$ cat src/rtl/ps2_host_tx.sv
// PS/2 host-to-device transmitter: inhibit/request-to-send, frame shift on device clocks,
// acknowledge check and a watchdog, driving both lines open-drain through *_low outputs.
module ps2_host_tx #(
  parameter int INHIBIT_CYCLES = 5000,
  parameter int REQ_CYCLES     = 10,
  parameter int TIMEOUT_CYCLES = 100000
) (
  input  logic       clk_i,
  input  logic       clrn_i,
  input  logic [7:0] tx_data_i,
  input  logic       tx_valid_i,
  output logic       tx_ready_o,
  input  logic       ps2_clk_in_i,
  input  logic       ps2_data_in_i,
  output logic       ps2_clk_low_o,
  output logic       ps2_data_low_o,
  output logic       busy_o,
  output logic       done_o,
  output logic       ack_err_o,
  output logic       timeout_o
);

  localparam int PH_MAX = (INHIBIT_CYCLES > REQ_CYCLES) ? INHIBIT_CYCLES : REQ_CYCLES;
  localparam int PH_W   = $clog2(PH_MAX + 1);
  localparam int WD_W   = $clog2(TIMEOUT_CYCLES + 1);
  localparam logic [PH_W-1:0] INH_LAST = PH_W'(INHIBIT_CYCLES - 1);
  localparam logic [PH_W-1:0] REQ_LAST = PH_W'(REQ_CYCLES - 1);
  localparam logic [WD_W-1:0] WD_LAST  = WD_W'(TIMEOUT_CYCLES - 1);

  typedef enum logic [2:0] {
    IDLE, INHIBIT, REQ, SHIFT, ACK, WAIT_IDLE
  } state_t;

  state_t          state_q, state_d;
  logic [2:0]      clkSync_q, dataSync_q;
  logic [9:0]      frame_q, frame_d;
  logic [3:0]      bitCnt_q, bitCnt_d;
  logic [PH_W-1:0] phaseCnt_q, phaseCnt_d;
  logic [WD_W-1:0] wdCnt_q, wdCnt_d;
  logic            clkLow_q, clkLow_d;
  logic            dataLow_q, dataLow_d;
  logic            txReady_q, txReady_d;
  logic            busy_q, busy_d;
  logic            done_q, done_d;
  logic            ackErr_q, ackErr_d;
  logic            timeout_q, timeout_d;
  logic            fall;

  // Pins idle high, so the synchronizers reset to 1 to avoid a false fall after reset.
  always_ff @(posedge clk_i or negedge clrn_i) begin
    if (!clrn_i) begin
      clkSync_q  <= 3'b111;
      dataSync_q <= 3'b111;
    end else begin
      clkSync_q  <= {clkSync_q[1:0], ps2_clk_in_i};
      dataSync_q <= {dataSync_q[1:0], ps2_data_in_i};
    end
  end

  assign fall = clkSync_q[2] & ~clkSync_q[1];

  always_ff @(posedge clk_i or negedge clrn_i) begin
    if (!clrn_i) begin
      state_q    <= IDLE;
      frame_q    <= '0;
      bitCnt_q   <= '0;
      phaseCnt_q <= '0;
      wdCnt_q    <= '0;
      clkLow_q   <= 1'b0;
      dataLow_q  <= 1'b0;
      txReady_q  <= 1'b1;
      busy_q     <= 1'b0;
      done_q     <= 1'b0;
      ackErr_q   <= 1'b0;
      timeout_q  <= 1'b0;
    end else begin
      state_q    <= state_d;
      frame_q    <= frame_d;
      bitCnt_q   <= bitCnt_d;
      phaseCnt_q <= phaseCnt_d;
      wdCnt_q    <= wdCnt_d;
      clkLow_q   <= clkLow_d;
      dataLow_q  <= dataLow_d;
      txReady_q  <= txReady_d;
      busy_q     <= busy_d;
      done_q     <= done_d;
      ackErr_q   <= ackErr_d;
      timeout_q  <= timeout_d;
    end
  end

  always_comb begin
    state_d    = state_q;
    frame_d    = frame_q;
    bitCnt_d   = bitCnt_q;
    phaseCnt_d = phaseCnt_q;
    wdCnt_d    = wdCnt_q;
    clkLow_d   = clkLow_q;
    dataLow_d  = dataLow_q;
    done_d     = 1'b0;
    ackErr_d   = 1'b0;
    timeout_d  = 1'b0;

    case (state_q)
      IDLE: begin
        clkLow_d  = 1'b0;
        dataLow_d = 1'b0;
        if (tx_valid_i) begin
          frame_d    = {1'b1, ~^tx_data_i, tx_data_i};
          bitCnt_d   = '0;
          phaseCnt_d = '0;
          clkLow_d   = 1'b1;
          state_d    = INHIBIT;
        end
      end
      INHIBIT: begin
        if (phaseCnt_q == INH_LAST) begin
          phaseCnt_d = '0;
          dataLow_d  = 1'b1;
          state_d    = REQ;
        end else begin
          phaseCnt_d = phaseCnt_q + 1'b1;
        end
      end
      REQ: begin
        if (phaseCnt_q == REQ_LAST) begin
          clkLow_d = 1'b0;
          wdCnt_d  = '0;
          state_d  = SHIFT;
        end else begin
          phaseCnt_d = phaseCnt_q + 1'b1;
        end
      end
      SHIFT: begin
        // Each device clock fall presents the next frame bit; the stop bit releases the line.
        if (fall) begin
          wdCnt_d = '0;
          if (bitCnt_q < 4'd10) begin
            dataLow_d = ~frame_q[bitCnt_q];
            bitCnt_d  = bitCnt_q + 1'b1;
            if (bitCnt_q == 4'd9) begin
              state_d = ACK;
            end
          end
        end else if (wdCnt_q == WD_LAST) begin
          timeout_d = 1'b1;
        end else begin
          wdCnt_d = wdCnt_q + 1'b1;
        end
      end
      ACK: begin
        if (fall) begin
          wdCnt_d = '0;
          if (dataSync_q[1]) begin
            ackErr_d = 1'b1;
          end else begin
            done_d = 1'b1;
          end
          state_d = WAIT_IDLE;
        end else if (wdCnt_q == WD_LAST) begin
          timeout_d = 1'b1;
        end else begin
          wdCnt_d = wdCnt_q + 1'b1;
        end
      end
      WAIT_IDLE: begin
        clkLow_d  = 1'b0;
        dataLow_d = 1'b0;
        if ((&clkSync_q[2:1]) && (&dataSync_q[2:1])) begin
          state_d = IDLE;
        end
      end
      default: begin
        clkLow_d  = 1'b0;
        dataLow_d = 1'b0;
        state_d   = IDLE;
      end
    endcase

    // A stalled device aborts the frame straight back to idle with the bus released.
    if (timeout_d) begin
      clkLow_d  = 1'b0;
      dataLow_d = 1'b0;
      state_d   = IDLE;
    end

    txReady_d = (state_d == IDLE);
    busy_d    = (state_d != IDLE);
  end

  assign tx_ready_o     = txReady_q;
  assign ps2_clk_low_o  = clkLow_q;
  assign ps2_data_low_o = dataLow_q;
  assign busy_o         = busy_q;
  assign done_o         = done_q;
  assign ack_err_o      = ackErr_q;
  assign timeout_o      = timeout_q;

endmodule

$ cat config.mk
export PLATFORM = sky130hd
export DESIGN_NAME = ps2_host_tx
export DESIGN_NICKNAME = d
export VERILOG_FILES = /design/src/rtl/ps2_host_tx.sv
export SDC_FILE = /design/constraint.sdc
export NUM_CORES = 1
export LEC_CHECK = 0
export ABC_CLOCK_PERIOD_IN_PS = 1810
export CAP_MARGIN = 20
export CORE_ASPECT_RATIO = 1.4
export CORE_MARGIN = 3
export CORE_UTILIZATION = 45
export CTS_CLUSTER_DIAMETER = 100
export DETAILED_ROUTE_END_ITERATION = 10
export GPL_TIMING_DRIVEN = 1
export PLACE_DENSITY_LB_ADDON = 0.3
export SLEW_MARGIN = 10
export SYNTH_ARGS = -nofsm -noshare
export SYNTH_HDL_FRONTEND = slang
export SYNTH_SLANG_ARGS = --single-unit
export TNS_END_PERCENT = 30
$ cat constraint.sdc
create_clock -name clk_i -period 1.81 [get_ports clk_i]
set_clock_uncertainty 0.1 [all_clocks]
set_input_delay 0.362 -clock clk_i [delete_from_list [all_inputs] [get_ports clk_i]]
set_output_delay 0.362 -clock clk_i [all_outputs]
set_load 0.01 [all_outputs]
==> results of run 1 <==
worst paths after layout:
check | startpoint | end | slack (ps) | cells past startpoint
hold reg to reg | dataSync_q[0] | dataSync_q[1] | 250 | 0
min in group asynchronous | clrn_i | wdCnt_q[4] | 450 | 3
hold / removal | dataSync_q[0] | dataSync_q[1] | 250 | 0
setup / recovery | phaseCnt_q[11] | wdCnt_q[13] | -250 | 7
setup reg to reg | phaseCnt_q[11] | wdCnt_q[13] | -250 | 7
max in group asynchronous | clrn_i | dataSync_q[0] | 850 | 3
registers in the layout, summed over array words and instances (netlist names):
| name | cells |
|---|---|
| dataSync_q | 3 |
| timeout_o | 1 |
| wdCnt_q | 17 |
| bitCnt_q | 4 |
| frame_q | 10 |
| clkSync_q | 3 |
| busy_o | 1 |
| ack_err_o | 1 |
| done_o | 1 |
| ps2_clk_low_o | 1 |
| tx_ready_o | 1 |
| ps2_data_low_o | 1 |
| state_q | 3 |
| phaseCnt_q | 13 |
power by group through the flow:
stage / clock, uW / combinational (uW) / sequential [uW]
global route: 1150 / 873 / 1620
detailed placement: 0 / 764 / 1630
CTS: 1090 / 794 / 1610
global placement: 0 / 752 / 1620
floorplan: 0 / 409 / 1640
finish: 1060 / 792 / 1600
worst max-delay path, stage by stage, from the launching register on:
cell     delay (ps)
dfrtp_1         410
nor4_4          360
a41oi_2         200
o21a_4          260
buf_12          150
nor4b_4         280
xnor2_1         140
nor2_1           50
layout make-up:
| type | instances | share of cell area, % |
|---|---|---|
| multi-input cells | 248 | 40.3 |
| flip-flops and latches | 60 | 33.2 |
| repair buffers | 100 | 19.5 |
| clock buffers | 14 | 3.57 |
| well taps | 95 | 2.61 |
| inverters | 7 | 0.576 |
| clock inverters | 2 | 0.220 |
synth_stat cells, types with 5 or more instances:
cell type,number,share of area (%)
xnor2_1,24,6.3
nand2_1,30,3.4
nor4_4,5,3.2
ha_1,5,1.9
dfrtp_1,53,40
clkbuf_1,6,0.67
a31oi_1,7,1.3
o21ai_0,13,1.9
dfstp_2,7,5.5
nand4_1,7,1.3
nor2_1,40,4.5
nand3_1,9,1.3
nor3_1,11,1.6
mux2_2,10,3.4
nor4_1,5,0.94
inv_1,7,0.79
a21oi_1,11,1.6
through the flow:
step                hold slack, ps  area, um2  setup TNS (ps)  worst slack, ps  power, uW
finish                         255       4560           -4450             -252       3450
global route                   269       4560           -7970             -333       3640
CTS                            259       4490           -5440             -215       3490
detailed placement             247       4180           -8700             -426       2390
global placement               247       4180           -7750             -347       2370
floorplan                    -33.6       3350           -1270             -116       2050
metal layers:
layer | track usage [%] | vias to the layer above | routed length (um)
li1 | - | 1384 | -
met1 | 21.7 | 1386 | 3120
met2 | 37.4 | 38 | 4320
met3 | 4.42 | 12 | 230
met4 | 8.35 | 0 | 136
met5 | 0 | - | 0
cell families after synthesis:
family,Yosys count
simple gates,146
flops,60
compound gates,57
xor+xnor,25
buf+inv,21
mux,14
fa+ha+maj,5
repair_timing:
item	in CTS	in global routing
pin swaps	32	14
setup endpoints to repair	37	47
hold endpoints to repair	53	0
buffers inserted	4	0
gates cloned	2	0
hold buffers	1	0
gates resized for setup	23	17
==> summary.txt, run 1 <==
initial core utilization -> 47.3%
Synth Net Count -> 346
XOR/XNOR share of the synthesized area -> 6.55%
total track usage -> 20.1%
Diodes inserted -> 0
root buf cell -> clkbuf_8
Filler Cells Inserted -> 577
CP Launch Type -> flip-flop
worst-margin pin slew -> 346 ps
WP data arrival -> 2190 ps
first-pass GRT wire length -> 13300 um
Post-Route WL -> 7810 um
max frequency -> 485 MHz
via count -> 2820
synthesized instance count -> 328
most frequent cells in the layout -> buf_4 (69), dfrtp_1 (52), nor2_1 (36)
Max Cap Viol -> 0
drt drc -> 0
number of flops mapped to enable cells by yosys -> 0
vias in the first global route -> 2912
DRT Pass-1 Iters -> 4
fin cells -> 526
clk sink count -> 60
nets@finish -> 444
post-synthesis mux area share -> 5.31%
Bufs on Longest Clock Path -> 2
Die Width -> 78.8 um
commonest non-fill, non-tap cell in the layout -> buf_4
CP Max Fanout -> 8
Die H -> 108 um
Core Util, Final -> 64.5%
final period utilization -> 114%
Worst VDD drop -> 0.730 mV
Seq. cell area -> 1510 um2
Pint -> 2520 uW
area of the multi-input gates -> 1840 um2
Crit path required time -> 1940 ps
adder-cell share of the synthesized area -> 1.87%
Routed Antenna Nets -> 0
post-synth cell types -> 63
dpl cells -> 503
RSZ-0062 raised after global routing -> yes
number of synthesized register bits -> 60
Rel. slew slack -> 76.9%
sw power -> 937 uW
CP endpoint kind -> flip-flop
post-synthesis sequential area ratio -> 45.2%
Final min period -> 2060 ps
FP Rows -> 36
switch share -> 27.1%
simple-gate share of the synthesized area -> 25.8%
DP Wirelength -> 5450 um
Fin. Hold Viols -> 0
Clock Latency Late Sink -> 340 ps
clock buffer count from CTS -> 9
1st-iter DRT viols -> 82
WS Path Type -> reg2reg
sequential power share -> 46.5%
count of pins over their slew limit -> 0
area delta synth->final -> 36.4%
CTS tree -> built
Die ar. -> 8510 um2
combinational family with the most area after synthesis -> simple AND/OR/NAND/NOR gates
I/O Buffers -> 19
Synth Flop Type -> dfrtp_1
final worst slack -> -252 ps
DR WL/cell -> 14.8 um
syn_area_per_cell -> 10.2 um2
Synth Cell Area -> 3340 um2
Placer Congestion -> 0.840
combinational cell fraction of total power -> 22.9%
Final setup violation count -> 33
FFs w/ async S/R, synth -> 100%
Hold Crit Class -> reg2reg
clock network power share -> 30.6%
share of cells above drive strength 1 -> 35.5%
H-tree Lvls -> 3
Leakage -> 0.00194 uW
failing checks -> setup timing
PwrDens -> 757 nW/um2
status -> complete, but fails checks
largest net degree at the start of global routing -> 61
Synthesis Warnings -> 0
grt ovf -> 0
# IOs -> 20
initial antenna violation count -> 0
clk slew on worst S/H paths -> 60 ps
core area -> 7070 um2
vias per inst -> 5.36
Compound-Gate Fraction of Synth Area -> 11.7%
Power figures use the tool's default switching activity.
==> run 2, diff against run 1 <==
Settings changed: GPL_ROUTABILITY_DRIVEN set to 0.
==> results of run 2 <==
The final DEF is identical to that of run 1; final timing and power are the same.
==> run 3, diff against run 2 <==
Settings changed: PLACE_DENSITY set to 0.69, PLACE_DENSITY_LB_ADDON 0.3 to not set.
==> run 3 against run 2 <==
Effect of this change:
- the run still ends with setup timing left
- highest routed layer unchanged
- flip-flop and latch count is the same
- clock-buffer cell count shrank 2
- non-clock buffer count shrank 2
- register-to-register slack gained 50 ps
- first-iteration DRC count grew 37%
- die area is the same
- worst hold slack gained 1.3 ps
- via count shrank 1.5%
- routed wire length grew 0.44%
- critical path depth shrank 1
- critical endpoint is now phaseCnt_q[10]
==> summary.txt, run 3 (synthesis gave the netlist of run 1 again) <==
status -> complete, but fails checks
failing checks -> setup timing
Worst VDD drop -> 0.513 mV
Final min period -> 2010 ps
Leakage -> 0.00194 uW
initial core utilization -> 47.3%
nets@finish -> 442
Clock Latency Late Sink -> 340 ps
Largest Register -> wdCnt_q
Final setup violation count -> 34
Crit path required time -> 1980 ps
DRT Pass-1 Iters -> 4
Most Crowded Layer GR -> met2
H-tree Lvls -> 3
commonest non-fill, non-tap cell in the layout -> buf_4
Rel. slew slack -> 76.4%
worst-margin pin slew -> 352 ps
final worst slack -> -201 ps
# IOs -> 20
area delta synth->final -> 37.1%
WS Path Type -> reg2reg
WP data arrival -> 2180 ps
Fin. Hold Viols -> 0
clk sink count -> 60
total track usage -> 19.5%
met2 Track Usage GR -> 35.6%
first-pass GRT wire length -> 13000 um
grt ovf -> 0
1st-iter DRT viols -> 112
max frequency -> 497 MHz
RSZ-0062 raised after global routing -> yes
CP Max Fanout -> 12
root buf cell -> clkbuf_8
clock network power share -> 33.8%
DP Wirelength -> 5310 um
setup TNS -> -4330 ps
Largest regs -> wdCnt_q: 17 flops, phaseCnt_q: 13 flops, frame_q: 10 flops
final period utilization -> 111%
Hold Crit Class -> reg2reg
clk slew on worst S/H paths -> 70 ps
FP Rows -> 36
combinational cell fraction of total power -> 21.9%
CP endpoint kind -> flip-flop
grt met3 use -> 3.92%
vias per inst -> 5.30
Pint -> 2650 uW
Diodes inserted -> 0
met1 Track Usage GR -> 21.2%
Bufs on Longest Clock Path -> 2
WHS -> 256 ps
vias in the first global route -> 2876
switch share -> 26.9%
most frequent cells in the layout -> buf_4 (69), dfrtp_1 (53), nor2_1 (37)
clock buffer count from CTS -> 9
largest net degree at the start of global routing -> 61
Post-Route WL -> 7840 um
Filler Cells Inserted -> 580
Die Width -> 78.8 um
max FFs per register -> 17
I/O Buffers -> 19
Die ar. -> 8510 um2
r2r setup slk -> -200 ps
initial antenna violation count -> 0
DR WL/cell -> 15.0 um
count of pins over their slew limit -> 0
drt drc -> 0
via count -> 2779
PwrDens -> 793 nW/um2
core area -> 7070 um2
Max Cap Viol -> 0
CP Launch Type -> flip-flop
CTS tree -> built
sw power -> 978 uW
sequential power share -> 44.3%
Routed Antenna Nets -> 0
share of cells above drive strength 1 -> 36.4%
Die H -> 108 um
[run 3: repair_timing]
action | CTS | global route
gates cloned | 1 | 2
endpoints found under the hold margin | 53 | 0
hold buffers | 1 | 0
setup endpoints to repair | 37 | 42
setup buffers | 1 | 1
pin swaps | 14 | 21
resized for setup | 26 | 13
[run 3: worst paths after layout]
path	startpoint	endpoint	cells after the start
setup / recovery	state_q[0]	phaseCnt_q[10]	6
hold / removal	clkSync_q[0]	clkSync_q[1]	0
setup reg to reg	state_q[0]	phaseCnt_q[10]	6
hold reg to reg	clkSync_q[0]	clkSync_q[1]	0
max in group asynchronous	clrn_i	clkSync_q[2]	3
min in group asynchronous	clrn_i	state_q[0]	3
[run 3: routing by layer]
layer	vias to the layer above	wire length (um)
met3	21	244
met2	46	4330
met1	1343	3050
met5	-	0
met4	0	216
li1	1369	-
[run 3: critical path, stage by stage (launching register included)]
cell and delay [ps]:
dfrtp_1 490, buf_4 210, a211oi_2 240, o31ai_4 130, buf_12 160, or4_4 480, a21oi_2 120
[run 3: final cells by class]
| cell class | instances | area (um2) | share of cell area (%) |
|---|---|---|---|
| inverters | 7 | 26.3 | 0.573 |
| clock buffers | 12 | 155 | 3.39 |
| multi-input cells | 248 | 1850 | 40.4 |
| flip-flops and latches | 60 | 1510 | 33.0 |
| repair buffers | 98 | 871 | 19.0 |
| well taps | 95 | 119 | 2.59 |
| clock inverters | 4 | 47.5 | 1.04 |
[run 3: power groups by stage]
stage	registers, uW	clock network [uW]	logic [uW]
finish	1610	1230	797
global route	1630	1330	884
CTS	1610	1260	785
detailed placement	1630	0	765
global placement	1620	0	750
floorplan	1640	0	409
[run 3: per-stage QoR]
step,setup slack (ps),std cells,utilization (%),total power (uW),instance area [um2]
after CTS,-236,521,63.4,3650,4490
after floorplan,-116,328,-,2050,3350
final,-201,524,64.8,3630,4580
after global routing,-283,524,64.8,3840,4580
after detailed placement,-425,502,58.9,2400,4170
after global placement,-348,502,58.9,2370,4170
